<file path="src/rtl/alu_issue_if.sv">
`default_nettype none
// ============================================================================
// Module      : alu_issue_if
// Description : Issue-side and ALU-side handshake bundle for alu_issue.
// Revision    : 1.0 - initial release
// ============================================================================
interface alu_issue_if;
    logic        in_valid;
    logic        in_ready;
    logic [5:0]  in_opcode;
    logic [5:0]  in_funct;
    logic [31:0] in_rs_data;
    logic [31:0] in_rt_data;
    logic [15:0] in_imm;
    logic        out_valid;
    logic        out_ready;
    logic [31:0] out_src1;
    logic [31:0] out_src2;
    logic [3:0]  out_ALU_control;
    logic [2:0]  out_bonus_control;
    logic        out_illegal;
    logic [7:0]  illegal_count;

    modport master (
        output in_valid, in_opcode, in_funct, in_rs_data, in_rt_data, in_imm, out_ready,
        input  in_ready, out_valid, out_src1, out_src2, out_ALU_control,
               out_bonus_control, out_illegal, illegal_count
    );

    modport slave (
        input  in_valid, in_opcode, in_funct, in_rs_data, in_rt_data, in_imm, out_ready,
        output in_ready, out_valid, out_src1, out_src2, out_ALU_control,
               out_bonus_control, out_illegal, illegal_count
    );
endinterface
`default_nettype wire

</file>
<file path="src/rtl/alu_issue.sv">
`default_nettype none
// ============================================================================
// Module      : alu_issue
// Description : Decodes MIPS-style ALU instructions into operands/controls and
//               buffers them in a small FIFO toward the ALU.
// Revision    : 1.0 - initial release
// ============================================================================
module alu_issue #(
    parameter int DEPTH = 2
) (
    input  wire logic   clk_i,
    input  wire logic   rst_i,
    alu_issue_if.slave  bus
);
    localparam int c_PTR_W = $clog2(DEPTH);
    localparam logic [c_PTR_W:0] c_FULL = (c_PTR_W + 1)'(DEPTH);

    typedef struct packed {
        logic [31:0] src1;
        logic [31:0] src2;
        logic [3:0]  alu;
        logic [2:0]  bonus;
        logic        illegal;
    } entry_t;

    entry_t               r_mem [DEPTH];
    entry_t               r_last;
    entry_t               w_dec;
    entry_t               w_head;
    logic [c_PTR_W-1:0]   r_wr_ptr;
    logic [c_PTR_W-1:0]   r_rd_ptr;
    logic [c_PTR_W:0]     r_count;
    logic [7:0]           r_ill_cnt;
    logic                 w_in_ready;
    logic                 w_out_valid;
    logic                 w_push;
    logic                 w_pop;
    logic [31:0]          w_imm_sx;
    logic [31:0]          w_imm_zx;

    assign w_in_ready  = (r_count != c_FULL);
    assign w_out_valid = (r_count != '0);
    assign w_push      = bus.in_valid && w_in_ready;
    assign w_pop       = w_out_valid && bus.out_ready;
    assign w_imm_sx    = {{16{bus.in_imm[15]}}, bus.in_imm};
    assign w_imm_zx    = {16'h0000, bus.in_imm};

    always_comb begin
        w_dec.src1    = bus.in_rs_data;
        w_dec.src2    = bus.in_rt_data;
        w_dec.alu     = 4'b0000;
        w_dec.bonus   = 3'b000;
        w_dec.illegal = 1'b0;
        if (bus.in_opcode == 6'h00) begin
            case (bus.in_funct)
                6'h24:   w_dec.alu = 4'b0000;
                6'h25:   w_dec.alu = 4'b0001;
                6'h20:   w_dec.alu = 4'b0010;
                6'h22:   w_dec.alu = 4'b0110;
                6'h27:   w_dec.alu = 4'b1100;
                6'h2A:   w_dec.alu = 4'b0111;
                6'h2B: begin
                    w_dec.alu   = 4'b0111;
                    w_dec.bonus = 3'b101;
                end
                default: w_dec.illegal = 1'b1;
            endcase
        end else begin
            case (bus.in_opcode)
                6'h08: begin
                    w_dec.alu  = 4'b0010;
                    w_dec.src2 = w_imm_sx;
                end
                6'h0A: begin
                    w_dec.alu  = 4'b0111;
                    w_dec.src2 = w_imm_sx;
                end
                6'h0B: begin
                    w_dec.alu   = 4'b0111;
                    w_dec.bonus = 3'b101;
                    w_dec.src2  = w_imm_sx;
                end
                6'h0C: begin
                    w_dec.alu  = 4'b0000;
                    w_dec.src2 = w_imm_zx;
                end
                6'h0D: begin
                    w_dec.alu  = 4'b0001;
                    w_dec.src2 = w_imm_zx;
                end
                default: w_dec.illegal = 1'b1;
            endcase
        end
    end

    always_ff @(posedge clk_i) begin
        if (rst_i) begin
            r_wr_ptr  <= '0;
            r_rd_ptr  <= '0;
            r_count   <= '0;
            r_ill_cnt <= 8'h00;
            r_last    <= '0;
            for (int i = 0; i < DEPTH; i++) begin
                r_mem[i] <= '0;
            end
        end else begin
            if (w_push) begin
                r_mem[r_wr_ptr] <= w_dec;
                r_wr_ptr        <= r_wr_ptr + 1'b1;
                if (w_dec.illegal && (r_ill_cnt != 8'hFF)) begin
                    r_ill_cnt <= r_ill_cnt + 8'h01;
                end
            end
            // Remember the departing head so outputs hold it once the queue drains.
            if (w_pop) begin
                r_rd_ptr <= r_rd_ptr + 1'b1;
                r_last   <= r_mem[r_rd_ptr];
            end
            case ({w_push, w_pop})
                2'b10:   r_count <= r_count + 1'b1;
                2'b01:   r_count <= r_count - 1'b1;
                default: r_count <= r_count;
            endcase
        end
    end

    assign w_head = w_out_valid ? r_mem[r_rd_ptr] : r_last;

    assign bus.in_ready          = w_in_ready;
    assign bus.out_valid         = w_out_valid;
    assign bus.out_src1          = w_head.src1;
    assign bus.out_src2          = w_head.src2;
    assign bus.out_ALU_control   = w_head.alu;
    assign bus.out_bonus_control = w_head.bonus;
    assign bus.out_illegal       = w_head.illegal;
    assign bus.illegal_count     = r_ill_cnt;
endmodule
`default_nettype wire

</file>
<file path="src/flat_wrapper.sv">
// flat-port wrapper written by rule: the top's interface ports become plain ports
module alu_issue_flat 
#(
    parameter int DEPTH = 2
)
  (clk_i, rst_i, bus_in_valid, bus_in_opcode, bus_in_funct, bus_in_rs_data, bus_in_rt_data, bus_in_imm, bus_out_ready, bus_in_ready, bus_out_valid, bus_out_src1, bus_out_src2, bus_out_ALU_control, bus_out_bonus_control, bus_out_illegal, bus_illegal_count);
  alu_issue_if bus_i ();
  input  wire logic clk_i;
  input  wire logic rst_i;
  input wire logic [$bits(bus_i.in_valid)-1:0] bus_in_valid;
  input wire logic [$bits(bus_i.in_opcode)-1:0] bus_in_opcode;
  input wire logic [$bits(bus_i.in_funct)-1:0] bus_in_funct;
  input wire logic [$bits(bus_i.in_rs_data)-1:0] bus_in_rs_data;
  input wire logic [$bits(bus_i.in_rt_data)-1:0] bus_in_rt_data;
  input wire logic [$bits(bus_i.in_imm)-1:0] bus_in_imm;
  input wire logic [$bits(bus_i.out_ready)-1:0] bus_out_ready;
  output wire logic [$bits(bus_i.in_ready)-1:0] bus_in_ready;
  output wire logic [$bits(bus_i.out_valid)-1:0] bus_out_valid;
  output wire logic [$bits(bus_i.out_src1)-1:0] bus_out_src1;
  output wire logic [$bits(bus_i.out_src2)-1:0] bus_out_src2;
  output wire logic [$bits(bus_i.out_ALU_control)-1:0] bus_out_ALU_control;
  output wire logic [$bits(bus_i.out_bonus_control)-1:0] bus_out_bonus_control;
  output wire logic [$bits(bus_i.out_illegal)-1:0] bus_out_illegal;
  output wire logic [$bits(bus_i.illegal_count)-1:0] bus_illegal_count;
  assign bus_i.in_valid = bus_in_valid;
  assign bus_i.in_opcode = bus_in_opcode;
  assign bus_i.in_funct = bus_in_funct;
  assign bus_i.in_rs_data = bus_in_rs_data;
  assign bus_i.in_rt_data = bus_in_rt_data;
  assign bus_i.in_imm = bus_in_imm;
  assign bus_i.out_ready = bus_out_ready;
  assign bus_in_ready = bus_i.in_ready;
  assign bus_out_valid = bus_i.out_valid;
  assign bus_out_src1 = bus_i.out_src1;
  assign bus_out_src2 = bus_i.out_src2;
  assign bus_out_ALU_control = bus_i.out_ALU_control;
  assign bus_out_bonus_control = bus_i.out_bonus_control;
  assign bus_out_illegal = bus_i.out_illegal;
  assign bus_illegal_count = bus_i.illegal_count;
  alu_issue #(.DEPTH(DEPTH)) u_core (.clk_i(clk_i), .rst_i(rst_i), .bus(bus_i));
endmodule
</file>
<file path="config.mk">
export PLATFORM = sky130hd
export DESIGN_NAME = alu_issue_flat
export DESIGN_NICKNAME = d
export VERILOG_FILES = /design/src/rtl/alu_issue_if.sv /design/src/rtl/alu_issue.sv /design/src/flat_wrapper.sv
export SDC_FILE = /design/constraint.sdc
export NUM_CORES = 1
export LEC_CHECK = 0
export CAP_MARGIN = 5
export CORE_MARGIN = 2
export CORE_UTILIZATION = 53
export CTS_CLUSTER_DIAMETER = 50
export DETAILED_ROUTE_END_ITERATION = 10
export HOLD_SLACK_MARGIN = 0.12
export PLACE_DENSITY = 0.81
export REMOVE_ABC_BUFFERS = 1
export SLEW_MARGIN = 20
export SYNTH_ARGS = -nofsm -noshare
export SYNTH_HDL_FRONTEND = slang
export SYNTH_SLANG_ARGS = --single-unit
</file>
<file path="constraint.sdc">
create_clock -name clk_i -period 6.7 [get_ports clk_i]
set_input_delay 1.34 -clock clk_i [delete_from_list [all_inputs] [get_ports clk_i]]
set_output_delay 1.34 -clock clk_i [all_outputs]
set_load 0.005 [all_outputs]
</file>
# Word-level counts from Yosys, hierarchy flattened
# Memories as Yosys holds them, arrays and structs flattened. A register that Yosys moved wholly into a read port is not among the register bits.
# Index checks and enable logic that the tools add are counted.
op_classes:
  n_eq_ne: 16
  n_reduce_logical: 12
  multipliers: 0
  magnitude_cmp: 0
  n_shift: 0
  addsub: 5
  bitwise: 0
  div: 0
  muxes: 20
op_table:
  columns: ["cell", "count"]
  rows:
  - ["$mux 72", 2]
  - ["$pmux 36 s4", 1]
  - ["$reduce_or 72->1", 1]
  - ["$eq 6x6->1 const B", 7]
  - ["$mux 32", 1]
  - ["$eq 6x4->1 const B", 5]
  - ["$pmux 4 s5", 1]
  - ["$mux 1", 11]
  - ["$add 8x1->8 const B", 1]
  - ["$mux 8", 1]
  - ["$ne 8x8->1 const B", 1]
  - ["$reduce_or 7->1", 1]
  - ["$logic_not 6->1", 1]
  - ["$mux 3", 2]
  - ["$reduce_or 5->1", 1]
  - ["$pmux 2 s2", 1]
  - ["$reduce_bool 2->1", 2]
  - ["$reduce_or 2->1", 2]
  - ["$logic_and 1x1->1", 3]
  - ["$add 1x1->1 const B", 2]
  - ["$add 2x1->2 const B", 1]
  - ["$eq 2x1->1 const B", 1]
  - ["$eq 2x2->1 const B", 1]
  - ["$ne 2x2->1 const B", 1]
  - ["other kinds (2)", 2]
word_totals:
  ff_bits: 84
  mem_bits_rw: 144
  inputBits: 96
  memories: 1
  word_cells: 63
  latch_bits: 0
  mem_bits_ro: 0
  out_inout_bits: 82
memory_table:
  columns: ["name", "words", "width", "rd", "rd_ports_with_merged_regs", "wr", "line_no", "text"]
  rows:
  - ["u_core.r_mem", 2, 72, 1, 1, 2, "alu_issue.sv:26", "entry_t r_mem [DEPTH];"]

# Longest topological paths before layout
# Gate-level depths: netlist (run 1).
logic_depth:
  word_depth: 7
  ltp_mapped: 10
  ltp_nobuf: 6

# Worst setup path before layout (run 1)
# Ideal clock, no wire load.
synth_path:
  path_type: "input port to flip-flop"
  startpoint: "input bus_in_valid"
  endpoint: "memory u_core.r_mem[0][0] (netlist bit) (enable)"
  setup_slack_ns: 1.455
  path_buffers: 0
  required_time_ns: 6.187
  t_arrival_ns: 4.732
  setup_time_ns: 0.513
  stages: 2
  cell_sequence: "nand2_1 -> o21bai_1"
synth_rtl:
  columns: ["item", "line_no", "text"]
  rows:
  - ["start, declared", "flat_wrapper.sv:10", "input wire logic [$bits(bus_i.in_valid)-1:0] bus_in_valid;"]
  - ["end, declared", "alu_issue.sv:26", null]

# Worst setup path after layout (run 1)
layout_path:
  startpoint: "register u_core.r_count[0]"
  endpoint: "output bus_out_src1[17]"
layout_via:
  elab_chain_len: 2
layout_rtl:
  columns: ["item", "line_no", "text"]
  rows:
  - ["start, declared", "alu_issue.sv:32", "logic [c_PTR_W:0] r_count;"]
  - ["start signal, assigned", "alu_issue.sv:120", "2'b10: r_count <= r_count + 1'b1;"]
  - ["start signal, assigned", "alu_issue.sv:121", "2'b01: r_count <= r_count - 1'b1;"]
  - ["start signal, assigned", "alu_issue.sv:122", "default: r_count <= r_count;"]
  - ["$reduce_bool 2->1", "alu_issue.sv:42", "assign w_out_valid = (r_count != '0);"]
  - ["$mux 72", "alu_issue.sv:127", "assign w_head = w_out_valid ? r_mem[r_rd_ptr] : r_last;"]
  - ["end, declared", "flat_wrapper.sv:19", "output wire logic [$bits(bus_i.out_src1)-1:0] bus_out_src1;"]
# Every way passes these cells.

==> out/metrics.yaml, run 1 <==
status: "complete, but fails checks"
violations: "design-rule violations"
power_frac_seq_pct: 35.5
first_pass_iters: 9
fillers: 1387
clock_latency_ns: 0.50
hold_viol_final: 0
hpwl_um: 13300
htree_levels: 1
final_cells: 1297
dieArea_um2: 19600
post_route_cells_drive_above_1_share_pct: 5.71
design.core.area_um2: 18100
cp.required_ns: 5.36
dp.cells: 1256
intPower_mw: 3.67
synth_edf_count: 140
vdd_drop_max_mv: 0.239
drt_iter0_markers: 410
fin_util_pct: 68.5
track_usage_pct: 22.0
rr_endpoint: "u_core.r_last[4]$_SDFFE_PP0P_"
finalSetupViolations: 0
switching_share_pct: 32.7
crit_type: "reg2out"
reg2reg_depth: 5
placement.io_buffers: 176
hold_ws_ns: 0.497
ctsResizeCount: 0
tritoncts: "done"
synth_top_flop_cell: "edfxtp_1"
ios: 178
rsz0062_at_grt: "no"
drv_cap: 0
yosys_warnings: 0
place_congestion: 0.829
comb_power_share_pct: 42.5
fin_nets: 1150
layout_commonest_cell: "nor2_1"
synthCells: 913
endpoint_kind: "output pin"
leakage_nw: 4.47
clkTransAtPathRegs_ns: 0.06
grt_max_degree: 91
hold_depth: 2
gr-total-overflow: 0
synthArstFlopShare_pct: 0
totalPowerFinal_mw: 5.46
antenna_found_initial: 0
finClkSkew_ns: 0.0185
start_kind: "register"
clock-root-buffer: "clkbuf_16"
switching_power_mw: 1.79
antennaDiodeCount: 0
grt_pass1_vias: 7029
hold_path_class: "reg2reg"
fin_crit_sh_pct: 66.7
slew_violations: 0
rrSetupSlack_ns: 3.61
grt_pass1_wl_um: 35000
cts_hold_buf: 0
worstHoldEndpoint: "u_core.r_last[39]$_SDFFE_PP0P_"
hp-start: "u_core.r_last[39]$_SDFFE_PP0P_"
slew_headroom_pct: 28.5
cts_buffers: 23
initial_core_util_pct: 54.3
drt-total-wl_um: 21900
fin_tns_setup_ns: 0
cts.sinks: 223
wl_per_cell_um: 16.9
drtAntennaViolNets: 0
die_h_um: 140
seq_area_frac_synth_pct: 59.8
drc_errors: 9
power.clock.fraction_pct: 22.0
r2r_start: "u_core.r_count[0]$_SDFFE_PP0P_"
final_cell_mix: "nor2_1, clkdlybuf4s50_1, edfxtp_1"
post_cts_buffers: 0
worstMarginPinSlew_ns: 1.07
route.vias.total: 7205
die_x_um: 140
powerDensity_nw_per_um2: 440
cp.arrival_ns: 3.13
num_rows: 49
clk_path_buf_depth: 3
synth_cell_type_count: 45
crit_fanout: 75
synth_area_per_cell_um2: 10.7
seqCellArea_um2: 5870
syn-cell-area_um2: 9810
vias_per_cell: 5.56
fmax_mhz: 224
layout_min_cycle_time_ns: 4.47
synth-seq-cells: 223
multiInputGateArea_um2: 3680
syn_to_final_growth_pct: 26.3
[flip-flops by register name, indices dropped and copies added (netlist names), named ones only]
register and flops:
u_core.r_last 70, u_core.r_wr_ptr 1, u_core.r_rd_ptr 1, u_core.bus.illegal_count 8, u_core.r_mem 140, u_core.r_count 2
[cell usage after synthesis (all sizes together), types with 4 or more instances]
cell type / n / area (µm²)
nor2: 217 / 815
edfxtp: 140 / 4200
a21oi: 95 / 475
mux2i: 86 / 861
dfxtp: 83 / 1660
a211oi: 70 / 526
and2: 66 / 413
clkbuf: 51 / 191
buf: 21 / 100
nor3: 11 / 60.1
nand2: 10 / 37.5
o21ai: 6 / 30.0
nor2b: 5 / 31.3
o31ai: 5 / 42.5
or3: 5 / 31.3
inv: 4 / 15.0
or4: 4 / 30.0
[per-stage QoR]
stage | instance area [µm²] | setup slack [ns]
floorplan | 9520 | 0.228
global placement | 11700 | 2.63
global route | 12400 | 1.98
CTS | 12400 | 2.21
finish | 12400 | 2.23
detailed placement | 11700 | 2.56
[cell families (layout without fill, tap and decap cells)]
kind of cell	after synthesis	after routing	share of synthesized area, %
flops	223	223	59.8
simple gates	334	334	15.6
compound gates	185	185	11.9
fa+ha+maj	2	2	0.255
buf+inv	76	231	3.12
mux	87	87	8.89
other cells	1	1	0.0382
xor+xnor	5	5	0.446
[critical path, stage by stage (launching register included)]
cell and delay [ns]:
dfxtp_1 0.40, or2_4 0.66, buf_4 0.67, nor2_1 0.10
a21oi_1 0.21, clkdlybuf4s50_1 0.54
[power groups by stage]
stage / logic [mW] / clock network, mW / registers (mW)
floorplan: 1.23 / 0 / 1.95
global placement: 2.29 / 0 / 1.95
detailed placement: 2.32 / 0 / 1.96
CTS: 2.34 / 1.21 / 1.94
global route: 2.56 / 1.26 / 1.97
finish: 2.32 / 1.20 / 1.94
[worst max path at each step]
| stage | from | to | slack [ns] | depth (start not counted) |
|---|---|---|---|---|
| after floorplan | u_core.r_count[0]$_SDFFE_PP0P_ | u_core.r_count[1]$_SDFFE_PP0P_ | 0.23 | 5 |
| final | u_core.r_count[0]$_SDFFE_PP0P_ | bus_out_src1[17] | 2.23 | 5 |
| after global routing | u_core.r_count[0]$_SDFFE_PP0P_ | bus_out_src1[30] | 1.98 | 5 |
| after detailed placement | bus_in_opcode[1] | u_core.bus.illegal_count[6]$_SDFFE_PP0P_ | 2.56 | 8 |
| after CTS | u_core.r_count[0]$_SDFFE_PP0P_ | bus_out_src1[17] | 2.21 | 5 |
| after global placement | bus_in_opcode[1] | u_core.bus.illegal_count[6]$_SDFFE_PP0P_ | 2.63 | 8 |
[area by class of cell]
class	count	share of cell area, %
inverters	4	0.121
flip-flops and latches	223	47.4
clock buffers	34	5.46
clock inverters	7	0.293
well taps	229	2.31
repair buffers	186	14.8
multi-input cells	614	29.7
[layer usage]
metal  global-route usage [%]  vias up  routed length, µm
li1                         -     3520                  -
met1                     28.3     3422               9220
met2                     38.6      224              10900
met3                     3.59       39               1230
met4                     6.43        0                579
met5                        0        -                  0
No activity file was read; power rests on OpenSTA's default activity.
==> inputs of run 2 (changes only) <==
--- a/config.mk
+++ b/config.mk
@@ -7,11 +7,11 @@
 export LEC_CHECK = 0
 export CAP_MARGIN = 5
 export CORE_MARGIN = 2
-export CORE_UTILIZATION = 53
+export CORE_UTILIZATION = 48
 export CTS_CLUSTER_DIAMETER = 50
 export DETAILED_ROUTE_END_ITERATION = 10
 export HOLD_SLACK_MARGIN = 0.12
-export PLACE_DENSITY = 0.81
+export PLACE_DENSITY = 0.77
 export REMOVE_ABC_BUFFERS = 1
 export SLEW_MARGIN = 20
 export SYNTH_ARGS = -nofsm -noshare
==> constraint.sdc (replaced) <==
create_clock -name clk_i -period 4 [get_ports clk_i]
set_input_delay 0.8 -clock clk_i [delete_from_list [all_inputs] [get_ports clk_i]]
set_output_delay 0.8 -clock clk_i [all_outputs]
set_load 0.005 [all_outputs]
==> out/metrics.yaml, run 2 (synthesis results as in run 1) <==
slowest_delay_ns: 0.53
htree_levels: 1
hold_ws_ns: 0.497
rsz0062_at_grt: "no"
multiInputGateArea_um2: 3680
crit_type: "reg2out"
die_x_um: 147
antennaDiodeCount: 0
largest_reg_flops: 140
die_h_um: 147
drt_iter0_markers: 385
worstHoldEndpoint: "u_core.r_last[56]$_SDFFE_PP0P_"
post_cts_buffers: 0
powerDensity_nw_per_um2: 750
fin_crit_sh_pct: 86.3
hold_viol_final: 0
grt_pass1_wl_um: 35700
reg2reg_depth: 6
layout_commonest_cell: "nor2_1"
seqCellArea_um2: 5870
crit_family: "buffers and inverters"
critPathLaunch: "u_core.r_count[0]$_SDFFE_PP0P_"
slew_headroom_pct: 45.7
regMostFlops: "u_core.r_mem"
layout_min_cycle_time_ns: 3.45
fin_nets: 1158
pre_cts_slack_ns: 0.902
initial_core_util_pct: 48.7
clkTransAtPathRegs_ns: 0.06
fin_tns_setup_ns: 0
finClkSkew_ns: 0.0187
design.core.area_um2: 20200
clock_latency_ns: 0.52
ios: 178
rr_endpoint: "u_core.r_count[1]$_SDFFE_PP0P_"
grt_max_degree: 96
syn_to_final_growth_pct: 29.0
vdd_drop_max_mv: 0.440
endpoint_kind: "output pin"
worstMarginPinSlew_ns: 0.815
clk_path_buf_depth: 3
leakage_nw: 4.57
grt_pass1_vias: 7023
drtAntennaViolNets: 0
post_route_cells_drive_above_1_share_pct: 6.49
rrSetupSlack_ns: 1.21
cp.required_ns: 3.20
track_usage_pct: 20.5
vias_per_cell: 5.33
dieArea_um2: 21600
cp.arrival_ns: 2.65
hp-start: "u_core.r_last[56]$_SDFFE_PP0P_"
hold_path_class: "reg2reg"
num_rows: 52
finalSetupViolations: 0
hpwl_um: 13800
final_cell_mix: "nor2_1, clkdlybuf4s50_1, edfxtp_1"
crit_cells: 5
drv_cap: 0
slew_violations: 0
first_pass_iters: 5
r2r_start: "u_core.r_count[0]$_SDFFE_PP0P_"
placement.io_buffers: 176
clock-root-buffer: "clkbuf_16"
totalPowerFinal_mw: 9.50
cts.sinks: 223
antenna_found_initial: 0
crit_buf_inv: 2
cts_hold_buf: 0
critPathSlowestCell: "clkdlybuf4s50_1"
start_kind: "register"
place_congestion: 0.766
route.vias.total: 7189
drc_errors: 0
setup_ws_ns: 0.550
fmax_mhz: 290
drt-total-wl_um: 22400
crit_fanout: 49
hold_depth: 2
fillers: 1614
wl_per_cell_um: 16.6
path_cells: "or2_4 -> buf_4 -> nor2_1 -> a21oi_1 -> clkdlybuf4s50_1"
gr-total-overflow: 0
cts_buffers: 25
status: "complete, no violations"
ctsResizeCount: 0
tritoncts: "done"
## run 2: cell types whose count changed in the layout (fill, tap and decap cells not counted), sizes merged
cell and delta:
clkinv -1, bufinv +3, clkbuf -1, inv +4, buf +6
## run 2: how the worst max path moves through the flow
stage	endpoint
after CTS	bus_out_src1[18]
after detailed placement	u_core.bus.illegal_count[6]$_SDFFE_PP0P_
after global placement	u_core.bus.illegal_count[6]$_SDFFE_PP0P_
final	bus_out_src1[18]
after floorplan	u_core.r_count[1]$_SDFFE_PP0P_
after global routing	bus_out_src1[5]
## run 2: layout make-up
cell class	instances	share of cell area [%]
timing repair buffer	192	15.2
sequential	223	46.4
inverter	4	0.119
clock buffer	33	5.34
tap	270	2.67
clock inverter	13	1.23
multi-input combinational	614	29.0
## run 2: stage by stage
stage | instances | utilization, % | cell area, µm²
3_3_place_gp | 1303 | 58.6 | 11800
5_1_grt | 1349 | 62.8 | 12700
2_1_floorplan | 841 | - | 9520
6_report | 1349 | 62.8 | 12700
4_1_cts | 1349 | 62.8 | 12700
3_5_place_dp | 1303 | 58.6 | 11800
## run 2: where the power goes
part | internal [mW] | switching [mW] | leakage, nW
clock network | 1.39 | 0.906 | 0.409
logic | 2.07 | 1.91 | 1.99
registers | 2.96 | 0.257 | 2.17
total | 6.42 | 3.08 | 4.57
## run 2: worst reg2reg max path, delay by kind of cell, from the launching register on
kind,cells,cell delay [ns]
and+or+nand+nor,3,1.45
DFF,1,0.40
adders and majority gates,1,0.39
buffers and inverters,1,0.34
AOI/OAI and AO/OA,1,0.15
## run 2: metal layers
layer | share of wire, % | global-route usage [%]
met1 | 43 | 26.3
met3 | 4.6 | 2.80
met4 | 1.6 | 4.76
met2 | 51 | 36.9
met5 | 0 | 0
